<file path="src/rtl/fetch_predict_unit.sv">
// ---------------------------------------------------------------------------
// fetch_predict_unit
//
// Instruction-fetch front end for a 5-stage RV32I pipeline. Owns the PC,
// addresses the (combinational) instruction ROM, holds the IF/ID pipeline
// register and predicts the next PC with a direct-mapped branch target
// buffer (BTB) whose entries carry a 2-bit saturating direction counter.
//
// Ports
//   clk                  rising-edge clock
//   rst                  synchronous, active-high reset (beats every input)
//   stall_i              hold PC and IF/ID this cycle
//   redirect_i           downstream resolved a mispredict/jump: flush + refetch
//   redirect_pc_i        correct next PC (low two bits ignored)
//   upd_valid_i          a resolved control-flow instruction updates the BTB
//   upd_pc_i             PC of that instruction
//   upd_taken_i          its actual outcome
//   upd_target_i         its actual taken target
//   imem_addr_o          ROM word address (pc[IMEM_AW+1:2], wraps naturally)
//   imem_rdata_i         ROM data for imem_addr_o, same cycle
//   pc_o                 current IF-stage PC
//   if_id_valid_o        IF/ID holds a real instruction
//   if_id_pc_o           PC of the IF/ID instruction
//   if_id_instr_o        IF/ID instruction word
//   if_id_pred_taken_o   prediction made for that instruction
//   if_id_pred_target_o  predicted target (meaningful when pred_taken = 1)
//
// Flow control: if_id_valid_o marks a real instruction in IF/ID. While
// stall_i is high (and no redirect) the consumer is not ready, so the PC and
// every IF/ID field hold their value; the same instruction is offered again
// on the next cycle. redirect_i always wins over stall_i and turns IF/ID into
// a bubble.
// ---------------------------------------------------------------------------
module fetch_predict_unit #(
    parameter int              XLEN        = 32,
    parameter int              IMEM_AW     = 6,
    parameter int              BTB_ENTRIES = 16,
    parameter int              TAG_W       = 8,
    parameter logic [XLEN-1:0] RESET_PC    = 32'h0000_0000
) (
    input  logic               clk,
    input  logic               rst,
    input  logic               stall_i,
    input  logic               redirect_i,
    input  logic [XLEN-1:0]    redirect_pc_i,
    input  logic               upd_valid_i,
    input  logic [XLEN-1:0]    upd_pc_i,
    input  logic               upd_taken_i,
    input  logic [XLEN-1:0]    upd_target_i,
    output logic [IMEM_AW-1:0] imem_addr_o,
    input  logic [31:0]        imem_rdata_i,
    output logic [XLEN-1:0]    pc_o,
    output logic               if_id_valid_o,
    output logic [XLEN-1:0]    if_id_pc_o,
    output logic [31:0]        if_id_instr_o,
    output logic               if_id_pred_taken_o,
    output logic [XLEN-1:0]    if_id_pred_target_o
);

    localparam int          IDX     = $clog2(BTB_ENTRIES);
    localparam int          TAG_LO  = IDX + 2;
    localparam int          TAG_HI  = IDX + 2 + TAG_W - 1;
    localparam logic [31:0] NOP     = 32'h0000_0013;
    localparam logic [1:0]  CTR_RST = 2'b01;
    localparam logic [1:0]  CTR_NEW = 2'b10;

    // ------------------------------------------------------------------
    // State
    // ------------------------------------------------------------------
    logic [XLEN-1:0]  pc_q;
    logic [XLEN-1:0]  pc_d;

    logic             btb_valid [BTB_ENTRIES];
    logic [TAG_W-1:0] btb_tag   [BTB_ENTRIES];
    logic [XLEN-1:0]  btb_tgt   [BTB_ENTRIES];
    logic [1:0]       btb_ctr   [BTB_ENTRIES];

    logic             if_id_valid_q;
    logic [XLEN-1:0]  if_id_pc_q;
    logic [31:0]      if_id_instr_q;
    logic             if_id_pred_taken_q;
    logic [XLEN-1:0]  if_id_pred_target_q;

    // ------------------------------------------------------------------
    // Lookup on the current PC (reads registered BTB contents, so a same-
    // cycle update to the same entry is only seen on the following cycle)
    // ------------------------------------------------------------------
    logic [IDX-1:0]   lk_idx;
    logic [TAG_W-1:0] lk_tag;
    logic             lk_hit;
    logic             pred_taken;
    logic [XLEN-1:0]  pred_target;

    assign lk_idx = pc_q[IDX+1:2];
    assign lk_tag = pc_q[TAG_HI:TAG_LO];

    always_comb begin
        lk_hit      = btb_valid[lk_idx] && (btb_tag[lk_idx] == lk_tag);
        pred_taken  = lk_hit && btb_ctr[lk_idx][1];
        pred_target = btb_tgt[lk_idx];
    end

    // ------------------------------------------------------------------
    // Next PC: redirect > stall > predicted taken > sequential
    // ------------------------------------------------------------------
    always_comb begin
        pc_d = pc_q + XLEN'(4);
        if (redirect_i) begin
            pc_d = {redirect_pc_i[XLEN-1:2], 2'b00};
        end else if (stall_i) begin
            pc_d = pc_q;
        end else if (pred_taken) begin
            pc_d = pred_target;
        end
    end

    always_ff @(posedge clk) begin
        if (rst) begin
            pc_q <= RESET_PC;
        end else begin
            pc_q <= pc_d;
        end
    end

    // ------------------------------------------------------------------
    // IF/ID register: flush beats stall, stall holds every field
    // ------------------------------------------------------------------
    always_ff @(posedge clk) begin
        if (rst) begin
            if_id_valid_q       <= 1'b0;
            if_id_pc_q          <= '0;
            if_id_instr_q       <= NOP;
            if_id_pred_taken_q  <= 1'b0;
            if_id_pred_target_q <= '0;
        end else if (redirect_i) begin
            // The PC field is left as is; it is meaningless in a bubble.
            if_id_valid_q       <= 1'b0;
            if_id_instr_q       <= NOP;
            if_id_pred_taken_q  <= 1'b0;
            if_id_pred_target_q <= '0;
        end else if (!stall_i) begin
            if_id_valid_q       <= 1'b1;
            if_id_pc_q          <= pc_q;
            if_id_instr_q       <= imem_rdata_i;
            if_id_pred_taken_q  <= pred_taken;
            if_id_pred_target_q <= pred_target;
        end
    end

    // ------------------------------------------------------------------
    // BTB update from the resolve stage. Applied independently of stall
    // and redirect; only reset overrides it.
    // ------------------------------------------------------------------
    logic [IDX-1:0]   up_idx;
    logic [TAG_W-1:0] up_tag;
    logic             up_hit;
    logic [1:0]       up_ctr_next;

    assign up_idx = upd_pc_i[IDX+1:2];
    assign up_tag = upd_pc_i[TAG_HI:TAG_LO];

    always_comb begin
        up_hit      = btb_valid[up_idx] && (btb_tag[up_idx] == up_tag);
        up_ctr_next = btb_ctr[up_idx];
        if (upd_taken_i) begin
            if (btb_ctr[up_idx] != 2'b11) begin
                up_ctr_next = btb_ctr[up_idx] + 2'b01;
            end
        end else begin
            if (btb_ctr[up_idx] != 2'b00) begin
                up_ctr_next = btb_ctr[up_idx] - 2'b01;
            end
        end
    end

    always_ff @(posedge clk) begin
        if (rst) begin
            for (int i = 0; i < BTB_ENTRIES; i++) begin
                btb_valid[i] <= 1'b0;
                btb_tag[i]   <= '0;
                btb_tgt[i]   <= '0;
                btb_ctr[i]   <= CTR_RST;
            end
        end else if (upd_valid_i) begin
            if (up_hit) begin
                btb_ctr[up_idx] <= up_ctr_next;
                if (upd_taken_i) begin
                    btb_tgt[up_idx] <= upd_target_i;
                end
            end else if (upd_taken_i) begin
                // Miss on a taken branch: allocate, replacing any alias.
                btb_valid[up_idx] <= 1'b1;
                btb_tag[up_idx]   <= up_tag;
                btb_tgt[up_idx]   <= upd_target_i;
                btb_ctr[up_idx]   <= CTR_NEW;
            end
        end
    end

    // ------------------------------------------------------------------
    // Outputs
    // ------------------------------------------------------------------
    assign imem_addr_o         = pc_q[IMEM_AW+1:2];
    assign pc_o                = pc_q;
    assign if_id_valid_o       = if_id_valid_q;
    assign if_id_pc_o          = if_id_pc_q;
    assign if_id_instr_o       = if_id_instr_q;
    assign if_id_pred_taken_o  = if_id_pred_taken_q;
    assign if_id_pred_target_o = if_id_pred_target_q;

    // Address bits that never take part in indexing or tagging.
    logic unused_bits;
    generate
        if (TAG_HI < XLEN - 1) begin : g_unused_hi
            assign unused_bits = ^{redirect_pc_i[1:0], upd_pc_i[1:0],
                                   upd_pc_i[XLEN-1:TAG_HI+1]};
        end else begin : g_unused_lo
            assign unused_bits = ^{redirect_pc_i[1:0], upd_pc_i[1:0]};
        end
    endgenerate

endmodule

</file>
<file path="config.mk">
export PLATFORM = sky130hd
export DESIGN_NAME = fetch_predict_unit
export DESIGN_NICKNAME = d
export VERILOG_FILES = /design/src/rtl/fetch_predict_unit.sv
export SDC_FILE = /design/constraint.sdc
export NUM_CORES = 1
export LEC_CHECK = 0
export ABC_AREA = 1
export BUFFER_PORTS_ARGS = -buffer_cell sky130_fd_sc_hd__buf_4
export CORE_UTILIZATION = 45
export DETAILED_ROUTE_END_ITERATION = 10
export PLACE_DENSITY = 0.69
export SETUP_SLACK_MARGIN = 0.1
export SYNTH_ARGS = -nofsm -noshare
export SYNTH_HDL_FRONTEND = slang
export SYNTH_SLANG_ARGS = --single-unit
</file>
<file path="constraint.sdc">
create_clock -name clk -period 8.4 [get_ports clk]
set_input_delay 1.26 -clock clk [delete_from_list [all_inputs] [get_ports clk]]
set_output_delay 1.26 -clock clk [all_outputs]
set_load 0.03 [all_outputs]
</file>
* Yosys cells after proc, flatten, opt, wreduce, memory -nomap -nowiden
Memories as Yosys holds them, arrays and structs flattened. A register that Yosys moved wholly into a read port is not among the register bits. Index checks and enable logic that the tools add are counted.
Operators by class: $add $sub $neg 3, eq/ne operators 4, muxes and demuxes 43, bitwise operators 4, reductions and logical operators 10
Operator list (count):
- $mux 32 | 5
- $mux 4 | 12
- $add 32x3->32 const B | 1
- $reduce_or 32->1 | 1
- $mux 1 | 20
- $eq 8x8->1 | 2
- $mux 2 | 5
- $mux 8 | 1
- $reduce_or 8->1 | 1
- $reduce_or 2->1 | 2
- $logic_and 1x1->1 | 3
- $add 2x1->2 const B | 1
- $ne 2x1->1 const B | 1
- $ne 2x2->1 const B | 1
- $not 1->1 | 2
- $or 1x1->1 | 2
- $reduce_and 2->1 | 1
- $reduce_bool 2->1 | 1
- $sub 2x1->2 const B | 1
- $reduce_or 1->1 | 1
Storage, ports and cells: bits in registers 130, RAM bits 688, memories 4
Memories:
- btb_tgt | words 16, bits a word 32, rd ports 1, clocked after Yosys merged registers in 1, wr ports 16, RTL line 75 | logic [XLEN-1:0] btb_tgt [BTB_ENTRIES];
- btb_tag | words 16, bits a word 8, rd ports 2, clocked after Yosys merged registers in 1, wr ports 16, RTL line 74 | logic [TAG_W-1:0] btb_tag [BTB_ENTRIES];
- btb_ctr | words 16, bits a word 2, rd ports 2, clocked after Yosys merged registers in 1, wr ports 16, RTL line 76 | logic [1:0] btb_ctr [BTB_ENTRIES];
- btb_valid | words 16, bits a word 1, rd ports 2, clocked after Yosys merged registers in 1, wr ports 16, RTL line 73 | logic btb_valid [BTB_ENTRIES];

* Longest topological paths before layout
An unclocked memory read counts as a cell.
depth in word-level cells 10, depth in mapped cells 19, depth with buffers taken out 18

* Least setup slack after synthesis
Ideal clock, no wire load.
kind input port to flip-flop, start point input port upd_pc_i[2], end point memory btb_tgt[4][0] (enable), library setup time 0.389 ns, arrival time 3.181 ns, path slack 4.830 ns, stages on the path 8, cell sequence buf_4 > nor2_4 > inv_2 > buf_2 > nor2_1 > nand2_1 > clkbuf_1 > nand2_1
RTL lines:
- start: declaration | RTL line 47 | input logic [XLEN-1:0] upd_pc_i,
- end: declaration | RTL line 75

==> results.toml <==
[route]
postRouteAntennaNets = 0
drt_wl_total_mm = 115
drc_errors = 0
viasPerCell = 5.77
drtIter0Drc = 3622
drt-pass1-iter-count = 8
vias = 30600
wl_per_cell_um = 21.6

[worst_setup_path]
critPathKind = "input port to flip-flop"
critPathRequiredTime_ps = 8690
cp_common_cell = "nand2_1"
r2r_slack_ps = 4200
path_max_fanout = 36
worst-r2r-cell-count = 19
crit_slowest_cell = "nand2_2"
worst_setup_path_end_kind = "flip-flop"
max_stage_delay_ps = 630
cp-startpoint = "upd_pc_i[2]"
worstPathCellList = "buf_4 > nand2_2 > inv_2 > nand2_1 > o21ai_0 > o21ai_0 > nand2_1 > nor2_1 > nand2_1 > nand2_1 > nor2_1 > nand3_1 > nor2_4 > nor2_8 > nand2_1 > nand2_1"
crit_end = "btb_tag[15][5]"
crit_arrival_ps = 4940
cp-start-kind = "input port"

[timing]
tns_ps = 0
post-route-period-util_pct = 55.3
timing.final.ws_setup_ps = 3760
finalHoldViolCount = 0
maxSlewHeadroom_pct = 21.3
worst_pin_slew_ps = 1180
setup_violations = 0
rsz0062_at_grt = "false"
max_freq_mhz = 215
min_period_ps = 4640
hold_slack_ps = 463
drv_slew = 0
finClkSkew_ps = 64.7

[global_route]
grt_util_all_layers_pct = 26.2
globalRoute.totalOverflow = 0
first_global_vias = 28600
grt_start_max_net_pins = 168
grt_pass1_wl_mm = 171
antenna_found_initial = 1

[clock_tree]
numCtsBuffers = 87
cts_tree = "done"
ctsResizeCount = 0
ctsHoldBuffers = 0
clk_pin_slew_worst_paths_ps = 60
insertion_delay_ps = 670
cts_setup_buffers = 0
clockRootBuffer = "clkbuf_16"
cts_max_level = 3
ctsLongestPathBuffers = 3
clock_sinks = 822

[placed_design]
post-dp-hpwl_mm = 66.9
gp_congestion = 0.882
place_ws_ps = 3200
io_buffers = 247

[finish]
fin_util_pct = 51.4
num_antenna_cells = 0
nNetsFinal = 4286
syn_to_final_growth_pct = 13.3
drive_gt1_share_pct = 11.0

[yosys]
syn_area_per_cell_um2 = 9.22
synth_nets = 4239
synth_top_area_share_pct = 53.3
ys_types = 33
syn_area_um2 = 37900
ys_warn_count = 0
syn_inst = 4104
yosysTopAreaCell = "edfxtp_1"
ys_seq_area_share_pct = 61.2
synthTopCellsByArea = "edfxtp_1 (53%), nor2_1 (10%), dfxtp_1 (7.9%)"
synth-seq-cells = 822

[power_and_ir_drop]
p_seq_share_pct = 49.2
p_clk_share_pct = 39.8
vdd_drop_max_mv = 0.167
pwr-share-comb_pct = 11.0
intPower_mw = 7.03
switching_power_mw = 2.52
power-per-cell-area_nw_per_um2 = 223
leakagePower_nw = 17.1
switching_share_pct = 26.4

[floorplanning]
core_um2 = 83400
initial_core_util_pct = 45.4
io_pins = 270
die_w_um = 292
row_count = 106
die_h_um = 292
die_area_um2 = 85300

[run]
max_cap_viol_count = 0

[min_path]
min_path_type = "flip-flop to flip-flop"

[outcome]
status = "finished, final reports clean"
[cells in the mapped netlist]
cell         n
a21oi_1    134
a22oi_1     18
and2_1       1
buf_1       18
buf_2       34
buf_4       11
buf_6        1
clkbuf_1   248
clkinv_1    11
dfxtp_1    150
edfxtp_1   672
ha_1         1
inv_1      288
inv_2        6
nand2_1    566
nand2_2      1
nand2_4     11
nand3_1    248
nand4_1     11
nor2_1    1018
nor2_4       4
nor2_8       1
nor3_1      13
nor4_1       3
o211ai_1    77
o21a_1       1
o21ai_0    356
o21ai_1     15
o221ai_1    94
o22ai_1     60
or2_2        5
xnor2_1      1
xor2_1      26
[placed cells by master (no fill, tap or decap), drive strengths merged, types with 3 or more instances in the layout]
cell type,n
a22oi,18
nor4,3
inv,298
xor2,26
buf,270
or2,5
nand4,11
clkbuf,124
dfxtp,150
edfxtp,672
nand2,578
clkinv,38
o211ai,77
o22ai,60
o21ai,371
nor2,1023
o221ai,94
a21oi,134
bufinv,4
nand3,248
nor3,13
[critical path, delay by kind of cell]
kind	cells	cell delay (ps)
AOI/OAI and AO/OA	2	500
and+or+nand+nor	12	2620
buffers and inverters	2	520
[kinds of logic (layout without fill, tap and decap cells)]
group / Yosys count / in the layout / synth area share, %
flip-flops: 822 / 822 / 61.2
AND/OR/NAND/NOR: 1882 / 1882 / 20.0
buffers and inverters: 617 / 735 / 6.36
adder cells (fa/ha/maj): 1 / 1 / 0.0330
AO/OA/AOI/OAI: 755 / 755 / 11.7
XOR/XNOR: 27 / 27 / 0.625
[per-layer routing]
layer	global-route usage (%)	wire length, um
met5	0	13
met4	8.43	3050
met3	4.08	11000
met2	43.1	54500
met1	35.5	46000
[area by class of cell]
class                      instances  area [um2]
fill                            7474       40500
sequential                       822       23200
multi-input combinational       2665       12400
clock buffer                     124        2420
timing repair buffer             270        2030
tap                             1080        1350
inverter                         305        1160
clock inverter                    36         368
[sequential cells by signal, indices dropped and copies added (netlist names), named ones only]
name / cells
btb_tgt: 512
if_id_pc_o: 32
if_id_pred_target_o: 32
if_id_pred_taken_o: 1
btb_ctr: 32
if_id_valid_o: 1
btb_valid: 16
pc_o: 30
if_id_instr_o: 32
btb_tag: 128
[worst min-delay path by stage]
stage | startpoint | end | slack [ps] | cells after the start
detailed placement | if_id_instr_o[20] | if_id_instr_o[20] | 460 | 2
global placement | if_id_instr_o[13] | if_id_instr_o[13] | 450 | 2
floorplan | btb_valid[11] | btb_valid[11] | 450 | 2
finish | if_id_instr_o[20] | if_id_instr_o[20] | 460 | 2
CTS | if_id_instr_o[20] | if_id_instr_o[20] | 460 | 2
global route | if_id_instr_o[15] | if_id_instr_o[15] | 480 | 2
[stage by stage]
step | total power [mW] | cell area (um2) | std cells
after floorplan | 5.40 | 37900 | 4104
after global placement | 5.79 | 40100 | 5142
after detailed placement | 5.81 | 40100 | 5142
after CTS | 9.54 | 42900 | 5302
after global routing | 9.82 | 42900 | 5302
final | 9.55 | 42900 | 5302
[power groups by stage]
stage | Combinational (mW) | Clock, mW | Sequential, mW
after global placement | 1.01 | 0 | 4.78
after CTS | 1.03 | 3.81 | 4.70
after floorplan | 0.592 | 0 | 4.81
after detailed placement | 1.03 | 0 | 4.79
final | 1.05 | 3.80 | 4.70
after global routing | 1.13 | 3.97 | 4.72
Note: power is estimated with default switching activity, not from simulation.
